$ cat src/rtl/obstacle_pkg.sv
// Shared obstacle table layout, slot count and scheduler state encoding.
// The track draw block imports obstacle_t so both sides agree on the packing.
package obstacle_pkg;
  localparam int NUM_OBSTACLES = 10;
  localparam int TYPE_W        = 2;
  localparam int POS_W         = 10;
  localparam int LANE_W        = 2;
  localparam int TYPE_LSB      = 13;
  localparam int POS_LSB       = 3;
  localparam int LANE_LSB      = 1;
  localparam int ACTIVE_BIT    = 0;
  localparam int SLOT_W        = $clog2(NUM_OBSTACLES);

  typedef struct packed {
    logic [TYPE_W-1:0] obs_type;
    logic [POS_W-1:0]  position;
    logic [LANE_W-1:0] lane;
    logic              active;
  } obstacle_t;

  typedef enum logic [1:0] {ST_IDLE, ST_MOVE, ST_SPAWN} state_t;

  // Only three lanes exist, so the fourth raw code folds onto the middle lane.
  function automatic logic [LANE_W-1:0] lane_map(input logic [1:0] raw);
    return (raw == 2'd3) ? 2'd1 : raw;
  endfunction
endpackage

$ cat src/rtl/lfsr16.sv
// 16-bit Fibonacci LFSR, taps 16/14/13/11; steps only when advance is high.
module lfsr16 #(
  parameter logic [15:0] SEED = 16'hACE1
) (
  input  logic        clock,
  input  logic        reset,
  input  logic        advance,
  output logic [15:0] value
);
  always_ff @(posedge clock or posedge reset) begin
    if (reset) begin
      value <= SEED;
    end else if (advance) begin
      value <= {value[14:0], value[15] ^ value[13] ^ value[12] ^ value[10]};
    end
  end
endmodule

$ cat src/rtl/obstacle_scheduler.sv
// Per-frame obstacle table update: scroll/retire one slot per cycle, then an
// interval-gated spawn into the lowest free slot.
module obstacle_scheduler
  import obstacle_pkg::*;
#(
  parameter logic [POS_W-1:0] SPAWN_X   = 10'd1023,
  parameter logic [15:0]      LFSR_SEED = 16'hACE1
) (
  input  logic       system_clock_in,
  input  logic       reset_in,
  input  logic       vsync,
  input  logic       enable,
  input  logic       clear,
  input  logic [3:0] speed,
  input  logic [7:0] spawn_interval,
  output obstacle_t  obstacles [NUM_OBSTACLES],
  output logic       busy,
  output logic       spawned,
  output logic       spawn_dropped,
  output logic       overrun
);
  state_t            state;
  logic [SLOT_W-1:0] slot;
  logic [7:0]        frame_cnt;
  logic              vsync_q;
  logic              tick;
  logic              spawn_due;
  logic              free_found;
  logic [SLOT_W-1:0] free_slot;
  logic [15:0]       lfsr_value;
  obstacle_t         cur;

  assign tick      = vsync & ~vsync_q;
  assign cur       = obstacles[slot];
  assign spawn_due = (spawn_interval != 8'd0) &&
                     (({1'b0, frame_cnt} + 9'd1) >= {1'b0, spawn_interval});

  // Lowest-index inactive slot wins; scanning downward leaves the lowest last.
  always_comb begin
    free_found = 1'b0;
    free_slot  = '0;
    for (int i = NUM_OBSTACLES - 1; i >= 0; i--) begin
      if (!obstacles[i].active) begin
        free_found = 1'b1;
        free_slot  = SLOT_W'(i);
      end
    end
  end

  lfsr16 #(.SEED(LFSR_SEED)) u_lfsr (
    .clock   (system_clock_in),
    .reset   (reset_in),
    .advance (state == ST_SPAWN && !clear && spawn_due),
    .value   (lfsr_value)
  );

  always_ff @(posedge system_clock_in or posedge reset_in) begin
    if (reset_in) begin
      for (int i = 0; i < NUM_OBSTACLES; i++) obstacles[i] <= '0;
      state         <= ST_IDLE;
      slot          <= '0;
      frame_cnt     <= '0;
      vsync_q       <= 1'b0;
      busy          <= 1'b0;
      spawned       <= 1'b0;
      spawn_dropped <= 1'b0;
      overrun       <= 1'b0;
    end else begin
      vsync_q       <= vsync;
      spawned       <= 1'b0;
      spawn_dropped <= 1'b0;
      overrun       <= 1'b0;
      if (clear) begin
        for (int i = 0; i < NUM_OBSTACLES; i++) obstacles[i] <= '0;
        state     <= ST_IDLE;
        slot      <= '0;
        frame_cnt <= '0;
        busy      <= 1'b0;
      end else begin
        case (state)
          ST_IDLE: begin
            if (tick && enable) begin
              state <= ST_MOVE;
              slot  <= '0;
              busy  <= 1'b1;
            end
          end
          ST_MOVE: begin
            overrun <= tick;
            if (cur.active) begin
              if (cur.position < POS_W'(speed)) begin
                obstacles[slot] <= '0;
              end else begin
                obstacles[slot].position <= cur.position - POS_W'(speed);
              end
            end
            if (slot == SLOT_W'(NUM_OBSTACLES - 1)) begin
              state <= ST_SPAWN;
            end else begin
              slot <= slot + 1'b1;
            end
          end
          ST_SPAWN: begin
            overrun <= tick;
            if (spawn_due) begin
              frame_cnt <= '0;
              if (free_found) begin
                obstacles[free_slot] <= '{obs_type: lfsr_value[3:2], position: SPAWN_X,
                                          lane: lane_map(lfsr_value[1:0]), active: 1'b1};
                spawned <= 1'b1;
              end else begin
                spawn_dropped <= 1'b1;
              end
            end else if (spawn_interval != 8'd0) begin
              frame_cnt <= frame_cnt + 8'd1;
            end else begin
              frame_cnt <= '0;
            end
            state <= ST_IDLE;
            busy  <= 1'b0;
          end
          default: begin
            state <= ST_IDLE;
            busy  <= 1'b0;
          end
        endcase
      end
    end
  end
endmodule

$ cat config.mk
export PLATFORM = sky130hd
export DESIGN_NAME = obstacle_scheduler
export DESIGN_NICKNAME = d
export VERILOG_FILES = /design/src/rtl/obstacle_pkg.sv /design/src/rtl/lfsr16.sv /design/src/rtl/obstacle_scheduler.sv
export SDC_FILE = /design/constraint.sdc
export NUM_CORES = 1
export LEC_CHECK = 0
export ABC_AREA = 1
export ABC_CLOCK_PERIOD_IN_PS = 14250
export CORE_ASPECT_RATIO = 0.7
export CORE_MARGIN = 5
export CORE_UTILIZATION = 30
export CTS_CLUSTER_SIZE = 30
export DETAILED_ROUTE_END_ITERATION = 8
export GPL_TIMING_DRIVEN = 0
export PLACE_DENSITY = 0.46
export SLEW_MARGIN = 20
export SYNTH_ARGS = -nofsm -noshare
export SYNTH_HDL_FRONTEND = slang
export SYNTH_SLANG_ARGS = --single-unit
export TNS_END_PERCENT = 1
$ cat constraint.sdc
create_clock -name system_clock_in -period 14.25 [get_ports system_clock_in]
set_clock_uncertainty 0.05 [all_clocks]
set_input_delay 2.1375 -clock system_clock_in [delete_from_list [all_inputs] [get_ports system_clock_in]]
set_output_delay 2.1375 -clock system_clock_in [all_outputs]
set_load 0.01 [all_outputs]
==> flow_summary_export.csv, run 1 <==
group,metric,value,unit
run_status,run_status,"finished clean",
timing,min_period,5.46,ns
power,p_leak,0.00782,uW
yosys,yosysTopAreaCellShare,0.353,
global_routing,grt.total_usage,0.249,
yosys,synth_nets,1979,
setup_path,reg2regPathDepth,23,
timing,finalHoldViolations,0,
timing,fmax,183,MHz
timing,fin_ws,8.79,ns
floorplanning,initial_core_util,0.304,
routing,first_pass_iters,6,
yosys,synth-edff-count,0,
routing,detail_route.drc_violations,0,
floorplanning,die_w,254,um
routing,vias,13900,
run,maxCapViolations,0,
placed_design,placed_area,15000,um2
global_routing,grt_pass1_vias,13000,
floorplanning,ios,171,
floorplanning,core_area,41200,um2
setup_path,arrival,5.82,ns
yosys,synth_area_leaders,"dfrtp_1, nand2_1, nand3_1",
routing,post_drt_wl_per_cell,21.7,um
yosys,syn_area,12500,um2
global_routing,antenna_found_initial,1,
yosys,ys_seq_area_frac,0.370,
min_path,holdCritPathClass,"reg -> reg",
global_routing,grt_use_met3,0.0549,
setup_path,cp.required,14.61,ns
cells_and_area,final_cell_area,15600,um2
yosys,ys.flop_type,"dfrtp_1",
cells_and_area,drive_above_1_share,0.0676,
clock_network,cts-root-buf,"clkbuf_16",
cells_and_area,fin_nets,2170,
yosys,async_flop_share,1.00,
routing,drt.antenna.violating_nets,0,
yosys,syn_area_per_cell,6.46,um2
clock_network,clk_latency,0.47,ns
timing,setup_violations,0,
yosys,synthCells,1940,
clock_network,clkTransAtPathRegs,0.08,ns
yosys,yosysUniqueCellTypes,41,
global_routing,grt_overflow_total,0,
power,peakVddDrop,116,uV
global_routing,use_met2,0.342,
placed_design,hpwlAfterDp,44500,um
yosys,yosysWarnings,0,
floorplanning,die-area,46000,um2
yosys,synthTopCellsByCount,"nand2_1, nand3_1, dfrtp_1",
routing,totalWireLength,58400,um
placed_design,pre_cts_ws,8.88,ns
global_routing,grt_max_degree,92,
clock_network,cts.path.max_buffers,2,
global_routing,gr-usage-met1,0.393,
routing,drtIter0Drc,1687,
power,power,3590,uW
timing,max-slew-margin-rel,0.237,
clock_network,post_cts_resized,0,
global_routing,top_usage_layer,"met1",
clock_network,cts_buffers,17,
timing,fin_tns_setup,0,ns
clock_network,postCtsSetupBuffers,0,
yosys,ys_ff_latch,185,
cells_and_area,synthToLayoutAreaGrowth,24.2,%
placed_design,gp_congestion,0.929,
routing,viasPerCell,5.18,
clock_network,hold_buffers,0,
setup_path,crit_path_end_kind,"flop",
clock_network,cts_num_sinks,185,
setup_path,path_max_fanout,11,
timing,period_share,0.383,
global_routing,grt_pass1_wl,86200,um
timing,worst_pin_slew,1.14,ns
floorplanning,num_rows,62,
setup_path,crit_path_start_kind,"flop",
timing,slew_violations,0,
yosys,yosysMostFrequentCell,"nand2_1",
floorplanning,die_y,181,um
timing,rsz0062_at_grt,"no",
min_path,worstHoldPathCells,2,
clock_network,htree_levels,4,
yosys,yosys.area.top_type,"dfrtp_1",
clock_network,cts_tree,"built",
placed_design,port_buffers,170,
power,power.density,230,nW/um2
setup_path,crit_type,"reg -> reg",
where the power goes:
group / internal [uW] / switching, uW / leakage, uW
combinational: 659 / 1620 / 0.00505
sequential: 641 / 179 / 0.00249
clock: 235 / 260 / 0.000284
layout by cell type (no fill, tap or decap), types with 4 or more instances in the layout:
cell type,n
clkdlybuf4s50_1,170
clkbuf_1,46
dfrtp_1,177
buf_6,8
xor2_1,6
buf_4,13
xnor2_1,4
clkinv_1,8
inv_2,22
nand3_1,291
o22ai_1,42
nand2_2,6
nor2_2,4
clkbuf_16,17
nor2_1,136
nor2_4,12
nor3_1,5
inv_8,5
dfstp_2,8
buf_1,6
nand4_1,23
o21ai_0,81
buf_2,29
nand2_1,792
ha_1,21
o21ai_1,17
inv_1,127
a21oi_1,31
final timing paths:
kind	endpoint	slack, ns	startpoint
hold reg to reg	u_lfsr.value[10]$_DFFE_PP1P_	0.44	u_lfsr.value[9]$_DFFE_PP0P_
setup / recovery	obstacles[38]$_DFFE_PP0P_	8.79	slot[0]$_DFFE_PP0P_
hold / removal	u_lfsr.value[10]$_DFFE_PP1P_	0.44	u_lfsr.value[9]$_DFFE_PP0P_
max in group asynchronous	obstacles[9]$_DFFE_PP0P_	11.00	reset_in
min in group asynchronous	obstacles[62]$_DFFE_PP0P_	1.97	reset_in
setup reg to reg	obstacles[38]$_DFFE_PP0P_	8.79	slot[0]$_DFFE_PP0P_
per-stage QoR:
stage               std cells   util  hold WS (ns)
global placement         2654  0.362         0.423
floorplan                1940      -         0.403
CTS                      2688  0.378         0.445
finish                   2689  0.378         0.443
global route             2689  0.378         0.466
detailed placement       2656  0.364         0.424
routing by layer:
layer / routed length [um] / share of wire
met3: 5190 / 0.089
met2: 23400 / 0.40
met4: 949 / 0.016
met5: 0 / 0
met1: 28800 / 0.49
area by class of cell:
type / instances / area [um2]
fillers: 4442 / 25600
multi-input cells: 1494 / 6780
flip-flops and latches: 185 / 4640
repair buffers: 172 / 1760
well taps: 544 / 681
inverters: 159 / 607
plain buffers: 102 / 528
clock buffers: 17 / 425
clock inverters: 15 / 159
diodes: 1 / 2.50
flip-flops by register name, indices dropped and copies added (netlist names):
name	flops
busy	1
frame_cnt	8
state	2
spawned	1
spawn_dropped	1
slot	4
u_lfsr.value	16
vsync_q	1
obstacles	150
overrun	1
worst max-delay path: stages, from the launching register on:
cell	delay, ns
dfrtp_1	0.43
buf_6	0.18
inv_4	0.13
buf_6	0.19
clkbuf_1	0.58
clkbuf_1	0.61
nor2_1	0.17
o22ai_1	0.29
a21oi_1	0.11
ha_1	0.23
fa_1	0.43
nor2_1	0.12
o21a_1	0.11
nor2_1	0.08
inv_1	0.11
nor2_4	0.05
nand3_2	0.13
inv_1	0.05
nand2_1	0.15
clkbuf_1	0.61
nand3_1	0.25
nand3_1	0.16
nand3_1	0.10
nand2_1	0.07
cell families after synthesis:
| logic type | count (synthesis) | share of synthesized area |
|---|---|---|
| AO/OA/AOI/OAI | 181 | 0.0791 |
| XOR/XNOR | 11 | 0.00768 |
| adder cells (fa/ha/maj) | 22 | 0.0226 |
| buffers and inverters | 261 | 0.0899 |
| flip-flops | 185 | 0.370 |
| AND/OR/NAND/NOR | 1280 | 0.431 |
Power figures use the tool's default switching activity.
==> run 2, diff against run 1 <==
--- a/config.mk
+++ b/config.mk
@@ -6,14 +6,14 @@
 export NUM_CORES = 1
 export LEC_CHECK = 0
 export ABC_AREA = 1
-export ABC_CLOCK_PERIOD_IN_PS = 14250
+export ABC_CLOCK_PERIOD_IN_PS = 4500
 export CORE_ASPECT_RATIO = 0.7
 export CORE_MARGIN = 5
 export CORE_UTILIZATION = 30
 export CTS_CLUSTER_SIZE = 30
 export DETAILED_ROUTE_END_ITERATION = 8
 export GPL_TIMING_DRIVEN = 0
-export PLACE_DENSITY = 0.46
+export PLACE_DENSITY = 0.48
 export SLEW_MARGIN = 20
 export SYNTH_ARGS = -nofsm -noshare
 export SYNTH_HDL_FRONTEND = slang
==> constraint.sdc (replaced) <==
create_clock -name system_clock_in -period 4.5 [get_ports system_clock_in]
set_clock_uncertainty 0.05 [all_clocks]
set_input_delay 0.675 -clock system_clock_in [delete_from_list [all_inputs] [get_ports system_clock_in]]
set_output_delay 0.675 -clock system_clock_in [all_outputs]
set_load 0.01 [all_outputs]
==> run 2 against run 1 <==
Effect of this change:
- setup slack got worse by 8.6 ns
- clock power rose to 3.2 times the previous value
- combinational power rose to 3.2 times the previous value
- first-iteration DRC count rose by 13%
- critical endpoint is now obstacles[145]$_DFFE_PP0P_
- largest power group unchanged
==> flow_summary_export.csv, run 2 (same netlist as run 1, synthesis figures left out) <==
group,metric,value,unit
floorplanning,die_w,254,um
power,p_clk_frac,0.140,
global_routing,grt.total_usage,0.244,
power,p_sw,6460,uW
cells_and_area,diodes,0,
run_status,run_status,"finished clean",
timing,fin_tns_setup,0,ns
setup_path,crit_buf_inv,8,
clock_network,cts-root-buf,"clkbuf_16",
timing,rsz0062_at_grt,"no",
global_routing,grt_max_degree,34,
routing,drt.antenna.violating_nets,0,
floorplanning,core_area,41200,um2
power,power.density,725,nW/um2
setup_path,cp_slowest_cell,"dfrtp_1",
global_routing,grt_pass1_vias,12800,
cells_and_area,largest-register,"obstacles",
timing,period_share,0.960,
setup_path,startpoint,"slot[0]$_DFFE_PP0P_",
clock_network,cts.path.max_buffers,2,
routing,viasPerCell,5.23,
floorplanning,num_rows,62,
setup_path,crit_chain,"buf_6 -> inv_4 -> buf_6 -> buf_4 -> o21ai_0 -> o22ai_1 -> nand2_1 -> nand3_1 -> ha_1 -> inv_1 -> nor2_1 -> o21a_1 -> nor2_2 -> inv_1 -> nor2_4 -> nand3_2 -> nor2_4 -> buf_4 -> buf_2 -> nand3_1 -> nand3_1 -> nand3_1 -> nand2_1",
setup_path,max_stage_delay,0.43,ns
clock_network,cts_buffers,17,
setup_path,arrival,4.68,ns
setup_path,cp_common_cell,"nand3_1",
setup_path,crit_type,"reg -> reg",
timing,whs,0.452,ns
routing,drtIter0Drc,1910,
min_path,hold_start,"u_lfsr.value[9]$_DFFE_PP0P_",
cells_and_area,n_fill_cell,4385,
cells_and_area,largest_register_ffs,150,
placed_design,pre_cts_ws,-0.695,ns
clock_network,cts_tree,"built",
cells_and_area,synthToLayoutAreaGrowth,25.1,%
routing,totalWireLength,57300,um
floorplanning,die-area,46000,um2
cells_and_area,mostFrequentLayoutCell,"nand2_1",
timing,slew_violations,0,
global_routing,antenna_found_initial,0,
setup_path,path_max_fanout,19,
power,p_sw_frac,0.568,
cells_and_area,drive_above_1_share,0.0727,
timing,max-slew-margin-rel,0.367,
floorplanning,die_y,181,um
placed_design,hpwlAfterDp,44200,um
timing,fmax,232,MHz
timing,setup_violations,0,
cells_and_area,final_cell_area,15700,um2
cells_and_area,layout_common_cells,"nand2_1, nand3_1, dfrtp_1, clkdlybuf4s50_1, nor2_1",
clock_network,cts_num_sinks,185,
setup_path,cp.required,4.86,ns
setup_path,r2r-start,"slot[0]$_DFFE_PP0P_",
clock_network,clkTransAtPathRegs,0.09,ns
clock_network,hold_buffers,0,
global_routing,grt_overflow_total,0,
run,maxCapViolations,0,
routing,detail_route.drc_violations,0,
setup_path,path_delay_family,"buffers and inverters",
setup_path,crit_path_end_kind,"flop",
clock_network,postCtsSetupBuffers,0,
power,intPower,4900,uW
floorplanning,ios,171,
power,p_seq_frac,0.229,
timing,min_period,4.32,ns
cells_and_area,reg_top3,"obstacles: 150 flops, u_lfsr.value: 16 flops, frame_cnt: 8 flops",
routing,first_pass_iters,6,
clock_network,htree_levels,4,
power,p_comb_frac,0.632,
timing,worst_pin_slew,0.949,ns
power,peakVddDrop,302,uV
routing,vias,14100,
power,p_leak,0.00788,uW
cells_and_area,fin_nets,2171,
timing,finalHoldViolations,0,
placed_design,gp_congestion,0.949,
timing,fin_ws,0.181,ns
placed_design,placed_area,15100,um2
routing,post_drt_wl_per_cell,21.3,um
placed_design,port_buffers,170,
global_routing,grt_pass1_wl,84700,um
cells_and_area,final_util,0.381,
setup_path,crit_path_start_kind,"flop",
min_path,holdCritPathClass,"reg -> reg",
clock_network,clk_latency,0.47,ns
floorplanning,initial_core_util,0.304,
## run 2: cell count changes in the layout (fill, tap and decap cells not counted), sizes merged
| cell | delta |
|---|---|
| clkinv | -1 |
| clkbuf | -1 |
| buf | +2 |
| diode | -1 |
| clkinvlp | +1 |
## run 2: path summary, 6_finish.rpt
kind	to	slack, ns	cells after the start
min in group asynchronous	obstacles[59]$_DFFE_PP0P_	0.62	2
setup / recovery	obstacles[145]$_DFFE_PP0P_	0.18	23
setup reg to reg	obstacles[145]$_DFFE_PP0P_	0.18	23
max in group asynchronous	obstacles[146]$_DFFE_PP0P_	2.75	5
hold / removal	u_lfsr.value[9]$_DFFE_PP0P_	0.45	2
hold reg to reg	u_lfsr.value[9]$_DFFE_PP0P_	0.45	2
## run 2: worst register-to-register path, stage by stage, from the launching register on
cell and delay [ns]:
dfrtp_1 0.43, buf_6 0.17, inv_4 0.14, buf_6 0.25, buf_4 0.26, o21ai_0 0.12
o22ai_1 0.17, nand2_1 0.12, nand3_1 0.10, ha_1 0.29, inv_1 0.09, nor2_1 0.04
o21a_1 0.17, nor2_2 0.19, inv_1 0.11, nor2_4 0.14, nand3_2 0.16, nor2_4 0.18
buf_4 0.25, buf_2 0.35, nand3_1 0.13, nand3_1 0.13, nand3_1 0.12, nand2_1 0.11
## run 2: metrics by stage
step	std cells	total power (uW)
floorplan	1940	6510
global placement	2654	9510
detailed placement	2660	9570
CTS	2690	11200
global route	2689	12100
finish	2689	11400
## run 2: layout make-up
cell class / instances / area, um2 / area share
flip-flops and latches: 185 / 4640 / 0.296
clock buffers: 17 / 425 / 0.0271
repair buffers: 176 / 1830 / 0.117
multi-input cells: 1494 / 6790 / 0.433
plain buffers: 99 / 541 / 0.0345
inverters: 159 / 603 / 0.0384
well taps: 544 / 681 / 0.0434
clock inverters: 15 / 173 / 0.0110
## run 2: timing repair
item                                    4_1_cts  5_1_grt
endpoints found under the setup margin      150      150
gates resized for setup                       6       15
pin swaps                                     0        0
endpoints found under the hold margin         0        0
## run 2: power by group through the flow
stage / registers (uW) / logic (uW) / clock network (uW)
after global placement: 2610 / 6900 / 0
after global routing: 2650 / 7730 / 1680
after CTS: 2590 / 6990 / 1620
after floorplan: 2520 / 3990 / 0
after detailed placement: 2620 / 6960 / 0
final: 2600 / 7180 / 1590
## run 2: metal layers
layer	part of all wire	vias to the layer above	global-route usage	wire length [um]
met5	0	-	0	0
met4	0.018	0	0.0524	1050
met3	0.093	62	0.0480	5330
met2	0.40	693	0.335	22800
met1	0.49	6698	0.390	28100
li1	-	6622	-	-
==> run 3, diff against run 2 <==
--- a/config.mk
+++ b/config.mk
@@ -12,6 +12,7 @@
 export CORE_UTILIZATION = 30
 export CTS_CLUSTER_SIZE = 30
 export DETAILED_ROUTE_END_ITERATION = 8
+export GPL_ROUTABILITY_DRIVEN = 1
 export GPL_TIMING_DRIVEN = 0
 export PLACE_DENSITY = 0.48
 export SLEW_MARGIN = 20
==> results of run 3 <==
Final layout, timing and power as in run 2 (identical DEF).
